==> config.mk <==
export PLATFORM = sky130hd
export DESIGN_NAME = apb_cfg_initiator
export DESIGN_NICKNAME = d
export VERILOG_FILES = /design/src/rtl/cfg_bus_pkg.sv /design/src/rtl/sat_counter.sv /design/src/rtl/apb_cfg_initiator.sv
export SDC_FILE = /design/constraint.sdc
export NUM_CORES = 1
export LEC_CHECK = 0
export BUFFER_PORTS_ARGS = -buffer_cell sky130_fd_sc_hd__buf_2
export CORE_UTILIZATION = 35
export DETAILED_ROUTE_END_ITERATION = 8
export PLACE_DENSITY_LB_ADDON = 0.2
export SLEW_MARGIN = 10
export SYNTH_ARGS = -nofsm -noshare
export SYNTH_HDL_FRONTEND = slang
export SYNTH_SLANG_ARGS = --single-unit
==> constraint.sdc <==
create_clock -name pclk -period 1.8 [get_ports pclk]
set_input_delay 0.54 -clock pclk [delete_from_list [all_inputs] [get_ports pclk]]
set_output_delay 0.54 -clock pclk [all_outputs]
set_load 0.005 [all_outputs]
==> src/rtl/cfg_bus_pkg.sv <==
// Shared types and defaults for the vending configuration bus.
// The configuration-bus initiator and its bench both import this package.
package cfg_bus_pkg;

    localparam int CFG_ADDR_W = 15;
    localparam int CFG_DATA_W = 32;

    typedef enum logic [1:0] {
        IDLE   = 2'd0,
        ACCESS = 2'd1,
        RESP   = 2'd2
    } state_e;

    typedef struct packed {
        logic                  write;
        logic [CFG_ADDR_W-1:0] addr;
        logic [CFG_DATA_W-1:0] wdata;
    } cmd_t;

    // The wait counter must hold values 0..timeout; it is never narrower than one bit.
    function automatic int wait_cnt_width(input int timeout);
        return (timeout < 1) ? 1 : $clog2(timeout + 1);
    endfunction

endpackage

==> src/rtl/sat_counter.sv <==
// Up-counter that sticks at its all-ones value instead of wrapping.
module sat_counter #(
    parameter int WIDTH = 8
) (
    input  logic             clk,
    input  logic             rst_n,
    input  logic             inc,
    output logic [WIDTH-1:0] count
);

    logic [WIDTH-1:0] count_q;
    logic [WIDTH-1:0] count_d;

    always_comb begin
        count_d = count_q;
        if (inc && (count_q != {WIDTH{1'b1}})) begin
            count_d = count_q + WIDTH'(1);
        end
    end

    // NOTE: sequential state uses non-blocking assignments so every flop samples pre-edge values.
    always_ff @(posedge clk or negedge rst_n) begin
        if (!rst_n) begin
            count_q <= '0;
        end else begin
            count_q <= count_d;
        end
    end

    assign count = count_q;

endmodule

==> src/rtl/apb_cfg_initiator.sv <==
// Single-outstanding APB-style bus master: one command in, one bus transfer, one response out.
// A transfer completes on any cycle with psel and pready both high; a wait-state timeout aborts it.
module apb_cfg_initiator
    import cfg_bus_pkg::*;
#(
    parameter int ADDR_W         = CFG_ADDR_W,
    parameter int DATA_W         = CFG_DATA_W,
    parameter int TIMEOUT_CYCLES = 64,
    parameter int CNT_W          = 8
) (
    input  logic              pclk,
    input  logic              prstn,
    input  logic              cmd_valid,
    output logic              cmd_ready,
    input  logic              cmd_write,
    input  logic [ADDR_W-1:0] cmd_addr,
    input  logic [DATA_W-1:0] cmd_wdata,
    output logic              rsp_valid,
    input  logic              rsp_ready,
    output logic [DATA_W-1:0] rsp_rdata,
    output logic              rsp_err,
    output logic [ADDR_W-1:0] paddr,
    output logic              psel,
    output logic              pwrite,
    output logic [DATA_W-1:0] pwdata,
    input  logic [DATA_W-1:0] prdata,
    input  logic              pready,
    output logic [CNT_W-1:0]  xfer_count,
    output logic [CNT_W-1:0]  err_count
);

    localparam int                WAIT_W     = wait_cnt_width(TIMEOUT_CYCLES);
    localparam bit                TIMEOUT_EN = (TIMEOUT_CYCLES != 0);
    localparam logic [WAIT_W-1:0] WAIT_LAST  = WAIT_W'((TIMEOUT_CYCLES > 0) ? TIMEOUT_CYCLES - 1 : 0);

    state_e            state_q,     state_d;
    logic              cmd_ready_q, cmd_ready_d;
    logic              psel_q,      psel_d;
    logic              pwrite_q,    pwrite_d;
    logic [ADDR_W-1:0] paddr_q,     paddr_d;
    logic [DATA_W-1:0] pwdata_q,    pwdata_d;
    logic              rsp_valid_q, rsp_valid_d;
    logic              rsp_err_q,   rsp_err_d;
    logic [DATA_W-1:0] rsp_rdata_q, rsp_rdata_d;
    logic [WAIT_W-1:0] wait_cnt_q,  wait_cnt_d;

    logic accept;
    logic done;
    logic abort;

    assign accept = (state_q == IDLE) && cmd_valid && cmd_ready_q;
    assign done   = (state_q == ACCESS) && pready;
    // pready wins over the timeout, so a response on the last allowed cycle is not an error.
    assign abort  = (state_q == ACCESS) && !pready && TIMEOUT_EN && (wait_cnt_q == WAIT_LAST);

    // Register process: FSM state plus every registered output.
    always_ff @(posedge pclk or negedge prstn) begin
        if (!prstn) begin
            state_q     <= IDLE;
            cmd_ready_q <= 1'b1;
            psel_q      <= 1'b0;
            pwrite_q    <= 1'b0;
            paddr_q     <= '0;
            pwdata_q    <= '0;
            rsp_valid_q <= 1'b0;
            rsp_err_q   <= 1'b0;
            rsp_rdata_q <= '0;
            wait_cnt_q  <= '0;
        end else begin
            state_q     <= state_d;
            cmd_ready_q <= cmd_ready_d;
            psel_q      <= psel_d;
            pwrite_q    <= pwrite_d;
            paddr_q     <= paddr_d;
            pwdata_q    <= pwdata_d;
            rsp_valid_q <= rsp_valid_d;
            rsp_err_q   <= rsp_err_d;
            rsp_rdata_q <= rsp_rdata_d;
            wait_cnt_q  <= wait_cnt_d;
        end
    end

    always_comb begin
        state_d = state_q;
        unique case (state_q)
            IDLE:    if (accept)        state_d = ACCESS;
            ACCESS:  if (done || abort) state_d = RESP;
            RESP:    if (rsp_ready)     state_d = IDLE;
            default:                    state_d = IDLE;
        endcase
    end

    // NOTE: every _d gets a hold-value default first, so no path through the case infers a latch.
    always_comb begin
        cmd_ready_d = cmd_ready_q;
        psel_d      = psel_q;
        pwrite_d    = pwrite_q;
        paddr_d     = paddr_q;
        pwdata_d    = pwdata_q;
        rsp_valid_d = rsp_valid_q;
        rsp_err_d   = rsp_err_q;
        rsp_rdata_d = rsp_rdata_q;
        wait_cnt_d  = wait_cnt_q;

        unique case (state_q)
            IDLE: begin
                if (accept) begin
                    cmd_ready_d = 1'b0;
                    psel_d      = 1'b1;
                    pwrite_d    = cmd_write;
                    paddr_d     = cmd_addr;
                    pwdata_d    = cmd_write ? cmd_wdata : '0;
                    wait_cnt_d  = '0;
                end
            end
            ACCESS: begin
                if (done || abort) begin
                    psel_d      = 1'b0;
                    pwrite_d    = 1'b0;
                    paddr_d     = '0;
                    pwdata_d    = '0;
                    rsp_valid_d = 1'b1;
                    rsp_err_d   = abort;
                    rsp_rdata_d = (done && !pwrite_q) ? prdata : '0;
                end else begin
                    wait_cnt_d  = wait_cnt_q + WAIT_W'(1);
                end
            end
            RESP: begin
                // rsp_rdata/rsp_err stay put after the handshake until the next response.
                if (rsp_ready) begin
                    rsp_valid_d = 1'b0;
                    cmd_ready_d = 1'b1;
                end
            end
            default: begin
                cmd_ready_d = 1'b1;
                psel_d      = 1'b0;
                rsp_valid_d = 1'b0;
            end
        endcase
    end

    sat_counter #(.WIDTH(CNT_W)) u_xfer_count (
        .clk   (pclk),
        .rst_n (prstn),
        .inc   (done || abort),
        .count (xfer_count)
    );

    sat_counter #(.WIDTH(CNT_W)) u_err_count (
        .clk   (pclk),
        .rst_n (prstn),
        .inc   (abort),
        .count (err_count)
    );

    assign cmd_ready = cmd_ready_q;
    assign psel      = psel_q;
    assign pwrite    = pwrite_q;
    assign paddr     = paddr_q;
    assign pwdata    = pwdata_q;
    assign rsp_valid = rsp_valid_q;
    assign rsp_err   = rsp_err_q;
    assign rsp_rdata = rsp_rdata_q;

endmodule

==> impl_metrics.toml <==
[setup_path]
crit-reg2reg-capture = "u_xfer_count.count[6]"
worstPathRequired_ps = 2020
crit_fanout = 10
setup.worst_path.class = "reg -> reg"
worst_ep_arrival_time_ps = 1920
worstSetupEndpointType = "flop"
timing.rr.start = "wait_cnt_q[0]"
start_kind = "flop"
worst_r2r_path_depth = 6
setup_slack_on_the_worst_flop_to_flop_path_ps = 100

[power_and_ir_drop]
cellPowerDensity_mw_per_mm2 = 799
totalPowerFinal_uw = 4730
static-leakage-power_uw = 0.00330
worst_ir_drop_vdd_uv = 339

[synthesis]
share_of_synthesized_registers_carrying_an_async_set_or_reset_pct = 100
synth_top_cell_area_share_pct = 63.0
netlist_top_cells_area = "dfrtp_1, a22o_1, xor2_1, nand2_1, buf_6"
synthesis.area_per_instance_sq_um = 13.5
synthesis.yosys.warnings = 0
synth.net_count = 406
synth_top_flop_cell = "dfrtp_1"
synth_top_area_cell = "dfrtp_1"
synthDistinctLibCells = 38
synthesis.instances = 318
synth_seq_area_share_pct = 63.6
synth_area_sq_mm = 0.00429
synth_edf_count = 0
postSynthRegisterBits = 109

[timing]
highest_clock_rate_mhz = 588
finalSetupViolations = 0
maxSlewHeadroom_pct = 74.7
finalHoldViolations = 0
timing.clock.skew_ps = 6.30
period_needed_ps = 1700
worst_margin_slew_ps = 380
drv_slew = 0
finalHoldWorstSlack_ps = 119
setup_slack_ps = 100
layout_worst_path_cycle_share_pct = 94.4

[min_path]
timing.hold.worst.class = "in -> async"

[clock_network]
clkSlewWorstSetupHoldPaths_ps = 70
clock_tree_from_tritoncts = "done"
cts_inserted_buffers = 9
root_buffer = "clkbuf_16"
worst_skew_pair.late_latency_ps = 340
ctsLongestPathBuffers = 2
clock_tree.htree_level_count = 3
cts_num_sinks = 109

[global_route]
initial_antenna_violation_count = 1
grt_usage_pct = 16.3
grt_first_pass_wirelength_um = 16100
largest_net_degree_at_the_start_of_global_routing = 44
first_global_vias = 3218
grt_overflow = 0

[place]
placement.setup.worst_slack_ps = -16.3
port-buffer-count = 184
area_post_placement_sq_mm = 0.00554
hpwlAfterDp_um = 7050
gp_congestion = 0.834

[floorplan]
io_pins = 185
chipWidth_um = 113
design.die.area_sq_mm = 0.0127
coreArea_sq_mm = 0.0120
die_h_um = 113
initial_core_utilization_pct = 35.9
core.rowCount = 40

[route]
detailed_router_s_first_iteration_violation_count = 152
detailedRoute.firstPassIterationCount = 6
routed_wire_length_per_instance_um = 15.1
drt-vias-per-instance = 4.95
detailroute.via_count = 3314
route.detailed.drc = 0
drt_wl_total_um = 10100
antenna_left = 0

[cells_and_area]
final_layout_size_suffix_gt1_share_pct = 46.9
area_growth_syn_to_layout_pct = 38.0
final_common_cell = "buf_2"
final_cell_area_sq_mm = 0.00592
num-fill-cells = 1094
fin_nets = 605
final_cell_mix = "buf_2, dfrtp_1, a22o_1"

[run_status]
status = "finished clean"

[job]
max-cap-violations = 0
-- routing by layer --
layer  share of wire [%]  vias to the layer above  GRT usage [%]
li1                    -                     1576              -
met2                  45                      137           24.1
met5                   0                        -              0
met4                 1.9                        0           5.69
met1                  46                     1589           22.6
met3                 7.3                       12           4.93
-- cell families (layout without fill, tap and decap cells) --
kind of cell | count (synthesis) | count (layout) | share of synthesized area (%)
flip-flops | 109 | 109 | 63.6
XOR/XNOR | 9 | 9 | 1.84
adder cells (fa/ha/maj) | 3 | 3 | 0.875
other | 0 | 1 | 0
buffers and inverters | 25 | 229 | 3.70
AND/OR/NAND/NOR | 65 | 65 | 8.64
AO/OA/AOI/OAI | 99 | 99 | 19.3
multiplexers | 8 | 8 | 2.01
-- power by group --
part / switching (uW) / total, uW / internal [uW]
Combinational: 78.1 / 155 / 76.6
Sequential: 0 / 2450 / 2450
Clock: 865 / 2130 / 1260
Total: 944 / 4730 / 3790
-- sequential cells by signal (all words and copies together), names as in the netlist, 2 cells and up --
name / flops
u_err_count.count: 8
rsp_rdata: 32
u_xfer_count.count: 8
state_q: 2
wait_cnt_q: 7
paddr: 15
pwdata: 32
-- metrics by stage --
stage | setup TNS (ps) | instances | util (%)
after floorplan | 0 | 318 | -
after global placement | -15.1 | 652 | 46.3
after detailed placement | -108 | 652 | 46.3
after CTS | 0 | 669 | 49.1
after global routing | -32.6 | 670 | 49.5
final | 0 | 670 | 49.5
-- area by class of cell --
cell class / count / area (sq um) / area share (%)
flip-flops and latches: 109 / 2730 / 46.1
multi-input cells: 184 / 1450 / 24.6
inverters: 4 / 15.0 / 0.254
diodes: 1 / 2.50 / 0.0423
well taps: 147 / 184 / 3.11
repair buffers: 209 / 1210 / 20.5
clock buffers: 11 / 243 / 4.10
clock inverters: 5 / 82.6 / 1.39
-- worst max path at each step --
stage | startpoint | end | slack (ps)
after floorplan | wait_cnt_q[0] | u_err_count.count[7] | 30
after global placement | pready | u_err_count.count[7] | -10
after detailed placement | pready | u_xfer_count.count[6] | -20
after CTS | wait_cnt_q[1] | u_xfer_count.count[6] | 20
after global routing | state_q[1] | u_err_count.count[6] | -30
final | wait_cnt_q[0] | u_xfer_count.count[6] | 100
-- critical path: stages, from the launching register on --
cell     delay [ps]
dfrtp_1         390
ha_4            160
and4_4          260
a31oi_4         100
buf_12          160
nor3_2          190
mux2_4          320
-- repair_timing --
item | 4_1_cts | 5_1_grt
resized for setup | 2 | 9
hold buffers | 0 | 0
endpoints found under the setup margin | 17 | 17
buffers inserted | 1 | 0
-- cell usage after synthesis (3+ instances only) --
cell	n
dfrtp_1	108
a22o_1	79
nand2_1	16
nor2_1	11
buf_2	10
nand3_1	8
nor3_1	8
xor2_1	8
a31oi_1	6
buf_6	5
mux2_2	5
o21ai_0	5
buf_4	4
inv_1	4
nor2b_1	4
a21o_1	3
a21oi_1	3
ha_1	3
mux2i_1	3
nor4_1	3
(Power assumes the default switching activity.)
